--- src/rtl/digit_serial_adder.sv ---
// Digit-serial adder/subtractor: WIDTH-bit operands are consumed DIGIT bits per
// cycle through a ripple chain of full-adder cells, with valid/ready on both sides.
module digit_serial_adder #(
  parameter int WIDTH = 16,
  parameter int DIGIT = 4
) (
  input  logic             clk,
  input  logic             rst,
  input  logic             in_valid,
  output logic             in_ready,
  input  logic [WIDTH-1:0] a,
  input  logic [WIDTH-1:0] b,
  input  logic             cin,
  input  logic             sub,
  output logic             out_valid,
  input  logic             out_ready,
  output logic [WIDTH-1:0] sum,
  output logic             cout,
  output logic             ovf
);

  localparam int N  = WIDTH / DIGIT;
  localparam int CW = (N > 1) ? $clog2(N) : 1;
  localparam logic [CW-1:0] LAST = CW'(N - 1);

  typedef enum logic [1:0] {IDLE, RUN, DONE} state_t;

  state_t           state_q, state_d;
  logic [WIDTH-1:0] a_sh_q, a_sh_d;
  logic [WIDTH-1:0] b_sh_q, b_sh_d;
  logic [WIDTH-1:0] work_q, work_d;
  logic [WIDTH-1:0] sum_q, sum_d;
  logic             carry_q, carry_d;
  logic             cout_q, cout_d;
  logic             ovf_q, ovf_d;
  logic [CW-1:0]    cnt_q, cnt_d;

  logic [DIGIT-1:0] dsum;
  logic [WIDTH-1:0] dsum_ext;
  logic             c_into_msb;
  logic             c_out;

  // Ripple chain over the low DIGIT bits; c_into_msb is only meaningful on the
  // last digit, where bit DIGIT-1 of the chain is the operand sign bit.
  always_comb begin
    logic c;
    c          = carry_q;
    c_into_msb = 1'b0;
    dsum       = '0;
    for (int i = 0; i < DIGIT; i++) begin
      c_into_msb = c;
      dsum[i]    = a_sh_q[i] ^ b_sh_q[i] ^ c;
      c          = (a_sh_q[i] & b_sh_q[i]) | (c & (a_sh_q[i] ^ b_sh_q[i]));
    end
    c_out = c;
  end

  always_comb begin
    dsum_ext                   = '0;
    dsum_ext[WIDTH-1 -: DIGIT] = dsum;
  end

  always_comb begin
    state_d   = state_q;
    a_sh_d    = a_sh_q;
    b_sh_d    = b_sh_q;
    work_d    = work_q;
    sum_d     = sum_q;
    carry_d   = carry_q;
    cout_d    = cout_q;
    ovf_d     = ovf_q;
    cnt_d     = cnt_q;
    in_ready  = 1'b0;
    out_valid = 1'b0;
    unique case (state_q)
      IDLE: begin
        in_ready = 1'b1;
        if (in_valid) begin
          // Subtraction is a + ~b + ~borrow, so the adder itself never changes.
          a_sh_d  = a;
          b_sh_d  = sub ? ~b : b;
          carry_d = sub ? ~cin : cin;
          cnt_d   = '0;
          state_d = RUN;
        end
      end
      RUN: begin
        work_d  = (work_q >> DIGIT) | dsum_ext;
        a_sh_d  = a_sh_q >> DIGIT;
        b_sh_d  = b_sh_q >> DIGIT;
        carry_d = c_out;
        cnt_d   = cnt_q + 1'b1;
        if (cnt_q == LAST) begin
          sum_d   = work_d;
          cout_d  = c_out;
          ovf_d   = c_into_msb ^ c_out;
          state_d = DONE;
        end
      end
      DONE: begin
        out_valid = 1'b1;
        if (out_ready) state_d = IDLE;
      end
      default: state_d = IDLE;
    endcase
  end

  always_ff @(posedge clk or posedge rst) begin
    if (rst) begin
      state_q <= IDLE;
      a_sh_q  <= '0;
      b_sh_q  <= '0;
      work_q  <= '0;
      sum_q   <= '0;
      carry_q <= 1'b0;
      cout_q  <= 1'b0;
      ovf_q   <= 1'b0;
      cnt_q   <= '0;
    end else begin
      state_q <= state_d;
      a_sh_q  <= a_sh_d;
      b_sh_q  <= b_sh_d;
      work_q  <= work_d;
      sum_q   <= sum_d;
      carry_q <= carry_d;
      cout_q  <= cout_d;
      ovf_q   <= ovf_d;
      cnt_q   <= cnt_d;
    end
  end

  assign sum  = sum_q;
  assign cout = cout_q;
  assign ovf  = ovf_q;

endmodule

--- config.mk ---
export PLATFORM = sky130hd
export DESIGN_NAME = digit_serial_adder
export DESIGN_NICKNAME = d
export VERILOG_FILES = /design/src/rtl/digit_serial_adder.sv
export SDC_FILE = /design/constraint.sdc
export NUM_CORES = 1
export LEC_CHECK = 0
export CORE_UTILIZATION = 50
export CTS_BUF_LIST = sky130_fd_sc_hd__clkbuf_2 sky130_fd_sc_hd__clkbuf_4 sky130_fd_sc_hd__clkbuf_8
export DETAILED_ROUTE_END_ITERATION = 8
export PLACE_DENSITY = 0.77
export SYNTH_ARGS = -nofsm -noshare
export SYNTH_HDL_FRONTEND = slang
export SYNTH_SLANG_ARGS = --single-unit
--- constraint.sdc ---
create_clock -name clk -period 2.63 [get_ports clk]
set_input_delay 0.263 -clock clk [delete_from_list [all_inputs] [get_ports clk]]
set_output_delay 0.263 -clock clk [all_outputs]
set_load 0.005 [all_outputs]
* Word-level counts from Yosys, hierarchy flattened
Index checks and enable logic that the tools add are counted.
** Cells by class
- Add/sub/neg operators :: 1
- Equal/unequal tests :: 6
- Muxes and demuxes :: 16
- Bitwise logic cells :: 24
- Reductions and logical operators :: 5
** Operators with widths (count)
- case mux 16 bit (2 select lines) :: 2
- 2-to-1 mux 16 bit :: 3
- inverter 16 bit :: 1
- bitwise OR 12 x 16 -> 16 bit :: 1
- bitwise XOR 1 bit :: 9
- bitwise AND 1 bit :: 8
- 2-to-1 mux 2 bit :: 4
- inequality test 2 bit (second input constant) :: 3
- case mux 2 bit (3 select lines) :: 1
- equality test 2 bit (second input constant) :: 2
- 2-to-1 mux 1 bit :: 4
- bitwise OR 1 bit :: 4
- case mux 2 bit (2 select lines) :: 1
- AND reduction 2 bit :: 2
- AND reduction 3 bit :: 1
- adder 2 x 1 -> 2 bit (second input constant) :: 1
- equality test 2 x 1 -> 1 bit (second input constant) :: 1
- logical NOT 2 bit :: 1
- case mux 1 bit (2 select lines) :: 1
- nonzero test 2 bit :: 1
- inverter 1 bit :: 1
** Storage, ports and cells
- Register bits :: 71
- Input port bits :: 38
- Output and inout port bits :: 20
- Word-level logic and storage cells :: 61

* Depth between registers and ports, before layout
Gate-level depths: netlist (run 1).
- Depth after elaboration :: 10
- Depth in mapped cells :: 9
- Depth with buffers taken out :: 9

* Worst setup path before layout (run 1)
No wires, ideal clock.
- Path kind :: register to register
- From :: reg a_sh_q[0]
- To :: reg work_q[15]
- Library setup time :: 0.083 ns
- Data arrival time :: 2.046 ns
- Required time :: 2.547 ns
- Setup slack :: 0.501 ns
- Stages on the path, launching flop included :: 9
- Buffers on the path :: 0
- Clock period less this slack :: 2.129 ns
- Path through :: dfrtp_1 -> fa_1 -> inv_1 -> fa_1 -> inv_1 -> fa_1 -> inv_1 -> fa_1 -> o21ai_0
** On the way
- Longest elaborated chain between the ends :: 9
- Elaborated cells between the ends (all ways) :: 10
- Those cells by class :: 10 x bitwise
** Ends and longest elaborated chain
- from (decl) :: line 29 : logic [WIDTH-1:0] a_sh_q, a_sh_d;
- from (signal assigned) :: line 121 : a_sh_q <= a_sh_d;
- bitwise XOR 1 bit :: line 53 : c = (a_sh_q[i] & b_sh_q[i]) | (c & (a_sh_q[i] ^ b_sh_q[i]));
- bitwise AND 1 bit :: line 53
- bitwise OR 1 bit (*) :: line 53
- bitwise AND 1 bit (*) :: line 53
- bitwise OR 1 bit (*) :: line 53
- bitwise AND 1 bit (*) :: line 53
- bitwise OR 1 bit (*) :: line 53
- bitwise XOR 1 bit (*) :: line 52 : dsum[i] = a_sh_q[i] ^ b_sh_q[i] ^ c;
- bitwise OR 12 x 16 -> 16 bit (*) :: line 88 : work_d = (work_q >> DIGIT) | dsum_ext;
- to (signal assigned) :: line 123 : work_q <= work_d;
- to (decl) :: line 31 : logic [WIDTH-1:0] work_q, work_d;
Every way passes the cells marked *; elsewhere a longest branch is shown, timed or not.
A chain may end at the register's enable or synchronous reset.

* Final worst setup path (run 1)
- From :: reg a_sh_q[0]
- To :: reg sum_q[15] (netlist: sum[15])
** On the way
- Longest elaborated chain between the ends :: 9
- Elaborated cells between the ends (all ways) :: 10
- Those cells by class :: 10 x bitwise
** Ends and longest elaborated chain
- bitwise XOR 1 bit :: line 53
- bitwise AND 1 bit :: line 53
- bitwise OR 1 bit (*) :: line 53
- bitwise AND 1 bit (*) :: line 53
- bitwise OR 1 bit (*) :: line 53
- bitwise AND 1 bit (*) :: line 53
- bitwise OR 1 bit (*) :: line 53
- bitwise XOR 1 bit (*) :: line 52
- bitwise OR 12 x 16 -> 16 bit (*) :: line 88
- to (signal assigned) :: line 124 : sum_q <= sum_d;
- to (decl) :: line 32 : logic [WIDTH-1:0] sum_q, sum_d;
Marks and branches as above.

==> metrics.txt, run 1 <==
status=completed; Max-Cap Viols=0; HPWL after DPL=4430 microns; Worst Path Max Fanout=2; Pwr per Cell Area=1130 mW/mm^2; CTS tree=yes; Worst-Margin Slew=0.903 ns; CTS Sinks=67; row count=28; Net Count, Synth=342; Reg2Reg Setup Slack=0.38 ns; H-tree depth=3; Netlist cell types=29; final-report max-slew violation count=0; first-pass GRT wire length=10,600 microns; Clock Tree Root=clkbuf_8; Post-Syn Instances=299; fraction of layout cells with a size suffix above 1=12.5%; peak supply drop=0.000565 V; post-CTS resize count=0; worst rel slew slack=39.7%; DRC=0; final net count=399; Mapped Area=0.00315 sq mm; Post-Syn Area per Cell=10.5 sq um; grt ovf=0; Die Ht=81.4 microns; Via Count=2,265; startpoint types=register; final setup vio count=0; CTS max path bufs=2; Vias/cell=5.19; Setup Fix Bufs, Post-CTS=0; initial DRC count=90; Core Box Area=0.00599 sq mm; All-Layer GR Usage=21.8%; length of routed wiring on met1=2800 microns; fin crit share=85.6%; vias in the first global route=2,308; fin crit period=2.25 ns; Initial Util=52.6%; hold-fix buffer count after cts=0; Chip Width=81.4 microns; Hold WC Path Type=in -> async; clock-pin slew on the worst setup and hold paths=0.07 ns; routed wl met3=263 microns; P&R area growth vs syn=26.9%; Fillers=474; Clock Latency Late Sink=0.34 ns; number of synthesized flops with an enable pin=0; fin cells=436; area fraction of the dominant cell type after synthesis=53.2%; skew final=0.00576 ns; die area=0.00662 sq mm; required time worst endpoint=2.88 ns; top post-synthesis cells by count=nand2_1 (81), dfrtp_1 (67), o21ai_0 (27), xnor2_1 (17), a21oi_1 (14); WL met2=3150 microns; Worst Setup End Kind=register; Detail Route Antenna Nets=0; Num CTS Buffers=9; Fin. Hold Viols=0; CP Data Arrival Time=2.51 ns; initial antenna violation count=0; Ys Warns=0; Ant. Diodes=0; Synth area leader=dfrtp_1; RePlAce Congestion=0.775; worst setup path category=reg -> reg; Port-buffer cells=57; RSZ-0062 raised after global routing=false; largest net degree at the start of global routing=33; Synth area leaders=dfrtp_1 (53%), nand2_1 (9.7%), mux2_4 (5.2%), xnor2_1 (4.7%), o21ai_0 (4.3%); reg2reg path depth=8; WL per Instance=14.4 microns; Peak Freq=0.444 GHz; LEAKAGE=1.83 nW; register area share after synthesis=53.2%; FFs w/ async S/R, synth=100%; Setup TNS=0 ns; Initial DRT Pass Iterations=4; Yosys reg bits=67; prevailing post-synth register cell=dfrtp_1; most frequent cell after synthesis=nand2_1; dpl cells=420; # IOs=58; top sig layer=met4; Post-Route WL=6280 microns
[state kept, by name (all words and copies together), names as in the netlist]
signal   flops
b_sh_q      16
sum         16
cnt_q        2
state_q      2
cout         1
a_sh_q      16
ovf          1
work_q      12
carry_q      1
[cell type report]
type / count / area (sq um) / share of cell area (%)
Multi-Input combinational cell: 202 / 1310 / 32.7
Clock buffer: 11 / 145 / 3.63
Sequential cell: 67 / 1680 / 42.0
Clock inverter: 5 / 100 / 2.50
Timing Repair Buffer: 66 / 638 / 16.0
Tap cell: 75 / 93.8 / 2.35
Inverter: 10 / 37.5 / 0.939
[kinds of logic after synthesis]
family / Yosys count / share of synthesized area [%]
buffers and inverters: 30 / 5.44
adder cells (fa/ha/maj): 5 / 2.94
flip-flops: 67 / 53.2
XOR/XNOR: 18 / 5.01
AND/OR/NAND/NOR: 103 / 15.1
AO/OA/AOI/OAI: 62 / 12.0
multiplexers: 14 / 6.32
[through the flow]
| step | setup WS (ns) | util, % | power, mW | instance area (sq um) | hold WS (ns) |
|---|---|---|---|---|---|
| 5_1_grt | 0.252 | 66.7 | 4.87 | 4000 | 0.323 |
| 6_report | 0.378 | 66.7 | 4.52 | 4000 | 0.265 |
| 4_1_cts | 0.367 | 66.7 | 4.57 | 4000 | 0.271 |
| 3_5_place_dp | 0.373 | 62.6 | 3.52 | 3750 | 0.470 |
| 2_1_floorplan | 0.501 | - | 2.91 | 3150 | 0.371 |
| 3_3_place_gp | 0.444 | 62.6 | 3.43 | 3750 | 0.460 |
[per-layer routing]
| metal | track usage, % | up-vias |
|---|---|---|
| met5 | 0 | - |
| met1 | 27.9 | 1092 |
| met2 | 36.2 | 61 |
| met3 | 3.48 | 5 |
| li1 | - | 1107 |
| met4 | 10.2 | 0 |
[power by group]
group | leakage [nW] | switching, mW | internal, mW | total (mW)
Combinational | 0.844 | 0.807 | 0.884 | 1.69
Sequential | 0.857 | 0.311 | 1.47 | 1.78
Clock | 0.127 | 0.386 | 0.663 | 1.05
Total | 1.83 | 1.50 | 3.02 | 4.52
[layout by cell type, fill, tap and decap left out, drive strengths merged]
cell type and instances:
o21bai 1, nand2 82, bufinv 3, o21ai 28, nand3b 1, and3b 7
o21a 1, clkinv 2, nand2b 2, xor2 1, inv 10, xnor2 17
clkdlybuf4s50 57, a22oi 5, dfrtp 67, nor2 3, nor2b 8, fa 4
mux2 14, ha 1, a22o 1, o221ai 12, a21oi 14, buf 9
clkbuf 11
[worst max-delay path, cell delays in order, from the launching register on]
cell     delay (ns)
dfrtp_1        0.40
fa_1           0.42
inv_1          0.08
fa_1           0.15
inv_1          0.05
fa_1           0.39
inv_1          0.09
fa_1           0.41
o21ai_0        0.18
[path summary, 6_finish.rpt]
| kind | from | to |
|---|---|---|
| hold reg to reg | b_sh_q[13] | b_sh_q[13] |
| setup reg to reg | a_sh_q[0] | sum[15] |
| hold / removal | rst | sum[15] |
| min in group clk | b_sh_q[13] | b_sh_q[13] |
| max in group asynchronous | rst | b_sh_q[0] |
| setup / recovery | a_sh_q[0] | sum[15] |
Note: power is estimated with default switching activity, not from simulation.
==> run 2, diff against run 1 <==
- CAP_MARGIN: default -> 15
- CORE_MARGIN: default -> 1
- clock period: 2.63 -> 2.6 ns (I/O delays scaled with it)
==> run 2 against run 1 <==
  * Critical path depth unchanged
  * Sequential share of layout area increased by 0.65 points
  * Utilization decreased by 1.0 points
  * Clock skew increased by 0.0011 ns
  * Global-route usage decreased by 0.52 points
  * Die area unchanged
  * Hold slack got worse by 0.0072 ns
  * Non-clock buffer count unchanged
==> metrics.txt, run 2 (same netlist as run 1, synthesis figures left out) <==
Worst-Margin Slew=0.825 ns (-0.0774 ns); P&R area growth vs syn=25.0%; final-report max-slew violation count=0 (unchanged); Hold WC Path Type=in -> async; Max-Cap Viols=0 (unchanged); Die Ht=81.4 microns (unchanged); largest net degree at the start of global routing=33 (unchanged); r2r startpoint=a_sh_q[0]; vias in the first global route=2,237 (-3.1%); clock-pin slew on the worst setup and hold paths=0.07 ns (about the same); peak supply drop=0.000515 V (-9.0%); Clock Latency Late Sink=0.34 ns (about the same); Worst Path Max Fanout=2 (unchanged); post-CTS resize count=0 (unchanged); status=completed; fin crit period=2.26 ns (+0.00894 ns); slowest stage delay, CP=0.42 ns (about the same); CP dominant cell by count=fa_1; Vias/cell=5.22 (+0.53%); reg-to-reg endpoint=sum[15]; Port-buffer cells=57 (unchanged); grt ovf=0 (unchanged); commonest non-fill, non-tap cell in the layout=nand2_1; row count=28 (unchanged); RSZ-0062 raised after global routing=false; final instance area=0.00394 sq mm (-1.5%); CP Data Arrival Time=2.51 ns (about the same); Ant. Diodes=0 (unchanged); fin cells=436 (unchanged); WL per Instance=13.8 microns (-3.9%); All-Layer GR Usage=21.3% (-0.52 points); reg2reg path depth=8 (unchanged); Detail Route Antenna Nets=0 (unchanged); skew final=0.00682 ns (+0.00106 ns); first-pass GRT wire length=10,400 microns (-1.7%); DP Area=0.00375 sq mm (unchanged); Core Box Area=0.00599 sq mm (unchanged); dpl cells=420 (unchanged); die area=0.00662 sq mm (unchanged); final net count=399 (unchanged); commonest non-fill, non-tap cells in the layout=nand2_1 (81), dfrtp_1 (67), clkdlybuf4s50_1 (57); CTS tree=yes; hold-fix buffer count after cts=0 (unchanged); # IOs=58 (unchanged); CTS Sinks=67 (unchanged); Via Count=2,277 (+0.53%); Initial Util=52.6% (unchanged); Worst path slowest cell=fa_1; Reg2Reg Setup Slack=0.34 ns (-0.04 ns); Post-Route WL=6040 microns (-3.9%); Num CTS Buffers=9 (unchanged); DRC=0 (unchanged); required time worst endpoint=2.85 ns (-0.03 ns); HPWL after DPL=4220 microns (-4.7%); worst path cell trace=fa_1 > inv_1 > fa_1 > inv_1 > fa_1 > inv_1 > fa_1 > o21ai_0; initial antenna violation count=0 (unchanged); Clock Tree Root=clkbuf_8; Peak Freq=0.442 GHz (-0.40%); startpoint types=register; H-tree depth=3 (unchanged); CTS max path bufs=2 (unchanged); Fin. Hold Viols=0 (unchanged); LEAKAGE=1.80 nW (-1.4%); worst rel slew slack=44.9% (+5.2 points); worst setup path category=reg -> reg; final setup vio count=0 (unchanged); Pwr per Cell Area=1090 mW/mm^2 (-3.3%); fraction of layout cells with a size suffix above 1=12.5% (unchanged); initial DRC count=126 (+40%); Setup TNS=0 ns (unchanged); Initial DRT Pass Iterations=4 (unchanged); fin crit share=86.9% (+1.3 points); Chip Width=81.4 microns (unchanged); RePlAce Congestion=0.763 (-1.6%); Worst Setup End Kind=register; Setup Fix Bufs, Post-CTS=0 (unchanged)
## run 2: final cells by class
type | count | area (sq um)
multi-input combinational | 202 | 1310
tap | 75 | 93.8
inverter | 10 | 37.5
timing repair buffer | 66 | 638
clock buffer | 14 | 174
fill | 478 | 2060
sequential | 67 | 1680
clock inverter | 2 | 10.0
## run 2: worst max-delay path by stage
stage | start | to | slack [ns] | depth (start not counted)
6_report | a_sh_q[0] | sum[15] | 0.34 | 8
5_1_grt | a_sh_q[0] | work_q[15] | 0.20 | 8
4_1_cts | a_sh_q[0] | sum[15] | 0.33 | 8
3_5_place_dp | a_sh_q[0] | sum[15] | 0.35 | 8
3_3_place_gp | a_sh_q[0] | work_q[15] | 0.41 | 8
2_1_floorplan | a_sh_q[0] | work_q[15] | 0.47 | 8
## run 2: worst max-delay path, delay by kind of cell, from the launching register on
family          cells  cell delay [ns]
buf+inv             3             0.21
compound gates      1             0.17
flops               1             0.40
fa+ha+maj           4             1.39
## run 2: power by group
group	leakage (nW)	internal, mW	switching (mW)
Sequential	0.857	1.49	0.324
Combinational	0.844	0.896	0.804
Clock	0.101	0.428	0.367
## run 2: stage by stage
stage          utilization [%]  hold WS (ns)  setup slack (ns)  power [mW]
5_1_grt                   65.7         0.312             0.198        4.67
2_1_floorplan                -         0.368             0.471        2.94
3_3_place_gp              62.6         0.459             0.413        3.47
4_1_cts                   65.7         0.264             0.328        4.34
6_report                  65.7         0.258             0.339        4.31
3_5_place_dp              62.6         0.467             0.345        3.55
## run 2: per-layer routing
metal  track usage [%]  vias to the layer above  share of wire [%]  routed length (microns)
met2              35.8                       72                 49                     2990
met4              6.43                        0                1.5                       88
met5                 0                        -                  0                        0
met1              26.0                     1081                 44                     2650
met3              6.74                       11                5.2                      312
li1                  -                     1113                  -                        -
==> run 3, diff against run 2 <==
- CORE_ASPECT_RATIO: default -> 1.5
==> run 3 against run 2 <==
  * Clock-buffer cell count fell by 3
  * Clock power up 5.8%
  * Clock skew is 0.0070 ns higher
  * Non-clock buffer count fell by 2
  * Critical path depth unchanged
  * Fmax shrank 2.5%
  * Largest cell class unchanged
  * Total power increased by 0.84%
  * Via count rose by 1.9%
==> metrics.txt, run 3 (same netlist as run 1, synthesis figures left out) <==
Setup TNS=0 ns (unchanged); dpl ws=0.284 ns (-0.0611 ns); commonest non-fill, non-tap cells in the layout=nand2_1 (81), dfrtp_1 (67), clkdlybuf4s50_1 (57); largest net degree at the start of global routing=43 (+30%); Num CTS Buffers=9 (unchanged); Peak Freq=0.431 GHz (-2.5%); initial antenna violation count=0 (unchanged); Fillers=504 (+5.4%); DRC=0 (unchanged); fin worst setup slack=0.282 ns (-0.0573 ns); LEAKAGE=1.80 nW (-0.11%); fin crit share=89.2% (+2.2 points); Hold WC Path Type=in -> async; initial DRC count=232 (+84%); skew final=0.0138 ns (+0.00702 ns); RePlAce Congestion=0.750 (-1.7%); CTS Sinks=67 (unchanged); Pwr per Cell Area=1100 mW/mm^2 (+0.71%); Port-buffer cells=57 (unchanged); post-CTS resize count=0 (unchanged); P&R area growth vs syn=25.1%; CP Data Arrival Time=2.57 ns (+0.06 ns); CTS max path bufs=2 (unchanged); Final Power=4.34 mW (+0.84%); Max-Cap Viols=0 (unchanged); Die Ht=99.2 microns (+22%); H-tree depth=3 (unchanged); Worst-Margin Slew=0.793 ns (-0.0321 ns); Worst Setup End Kind=register; peak supply drop=0.000567 V (+10%); first-pass GRT wire length=10,300 microns (-1.1%); row count=35 (+25%); WL per Instance=14.0 microns (+0.91%); CTS tree=yes; final-report max-slew violation count=0 (unchanged); Worst Path Max Fanout=2 (unchanged); status=completed; commonest non-fill, non-tap cell in the layout=nand2_1; Core Box Area=0.00613 sq mm (+2.3%); Chip Width=66.8 microns (-18%); vias in the first global route=2,274 (+1.7%); Reg2Reg Setup Slack=0.28 ns (-0.06 ns); die area=0.00663 sq mm (about the same); Initial DRT Pass Iterations=4 (unchanged); required time worst endpoint=2.85 ns (about the same); Clock Latency Late Sink=0.35 ns (about the same); RSZ-0062 raised after global routing=false; fraction of layout cells with a size suffix above 1=12.0% (-0.49 points); Sequential cell area=0.00168 sq mm (unchanged); final setup vio count=0 (unchanged); area of the multi-input gates=0.00131 sq mm (unchanged); Ant. Diodes=0 (unchanged); hold-fix buffer count after cts=0 (unchanged); Post-Route WL=6050 microns (+0.22%); HPWL after DPL=4280 microns (+1.4%); worst rel slew slack=47.1% (+2.3 points); fin crit period=2.32 ns (+0.0573 ns); grt ovf=0 (unchanged); Initial Util=51.4% (-1.2 points); worst setup path category=reg -> reg; # IOs=58 (unchanged); Vias/cell=5.36 (+2.6%); final net count=397 (-0.50%); Clock Tree Root=clkbuf_8; Fin. Hold Viols=0 (unchanged); Via Count=2,320 (+1.9%); clock-pin slew on the worst setup and hold paths=0.07 ns (about the same); Detail Route Antenna Nets=0 (unchanged); startpoint types=register; All-Layer GR Usage=20.8% (-0.47 points); Setup Fix Bufs, Post-CTS=0 (unchanged)
==> run 3: critical path: stages, from the launching register on <==
cell and delay (ns):
dfrtp_1 0.41, fa_1 0.44, inv_1 0.09, fa_1 0.16
inv_1 0.05, fa_1 0.40, inv_1 0.09, fa_1 0.42
o21ai_0 0.18
==> run 3: path summary, 6_finish.rpt <==
path                               to  cells past startpoint  startpoint
setup / recovery           work_q[15]                      8   a_sh_q[0]
hold / removal             state_q[0]                      2         rst
setup reg to reg           work_q[15]                      8   a_sh_q[0]
hold reg to reg             work_q[6]                      2   work_q[6]
max in group asynchronous   a_sh_q[1]                      3         rst
min in group clk            work_q[6]                      2   work_q[6]
==> run 3: per-stage QoR <==
step	hold slack, ns	area (sq um)	std cells	util [%]
2_1_floorplan	0.368	3150	299	-
3_3_place_gp	0.458	3750	417	61.1
3_5_place_dp	0.468	3750	417	61.1
4_1_cts	0.293	3940	433	64.3
5_1_grt	0.339	3940	433	64.3
6_report	0.285	3940	433	64.3
==> run 3: layout make-up <==
type / instances / share of cell area [%]
flip-flops and latches: 67 / 42.6
multi-input cells: 202 / 33.1
repair buffers: 64 / 16.1
clock buffers: 11 / 3.52
well taps: 74 / 2.35
clock inverters: 5 / 1.37
inverters: 10 / 0.953
==> run 3: report_power, final <==
group | internal, mW | switching (mW) | leakage (nW)
clock network | 0.461 | 0.381 | 0.104
logic | 0.884 | 0.788 | 0.839
registers | 1.49 | 0.342 | 0.857
total | 2.83 | 1.51 | 1.80
==> run 3: routing by layer <==
metal | up-vias | global-route usage [%] | wire length [microns] | part of all wire, %
li1 | 1104 | - | - | -
met1 | 1133 | 24.9 | 2490 | 41
met2 | 64 | 34.6 | 3180 | 53
met3 | 19 | 3.44 | 192 | 3.2
met4 | 0 | 11.9 | 192 | 3.2
met5 | - | 0 | 0 | 0
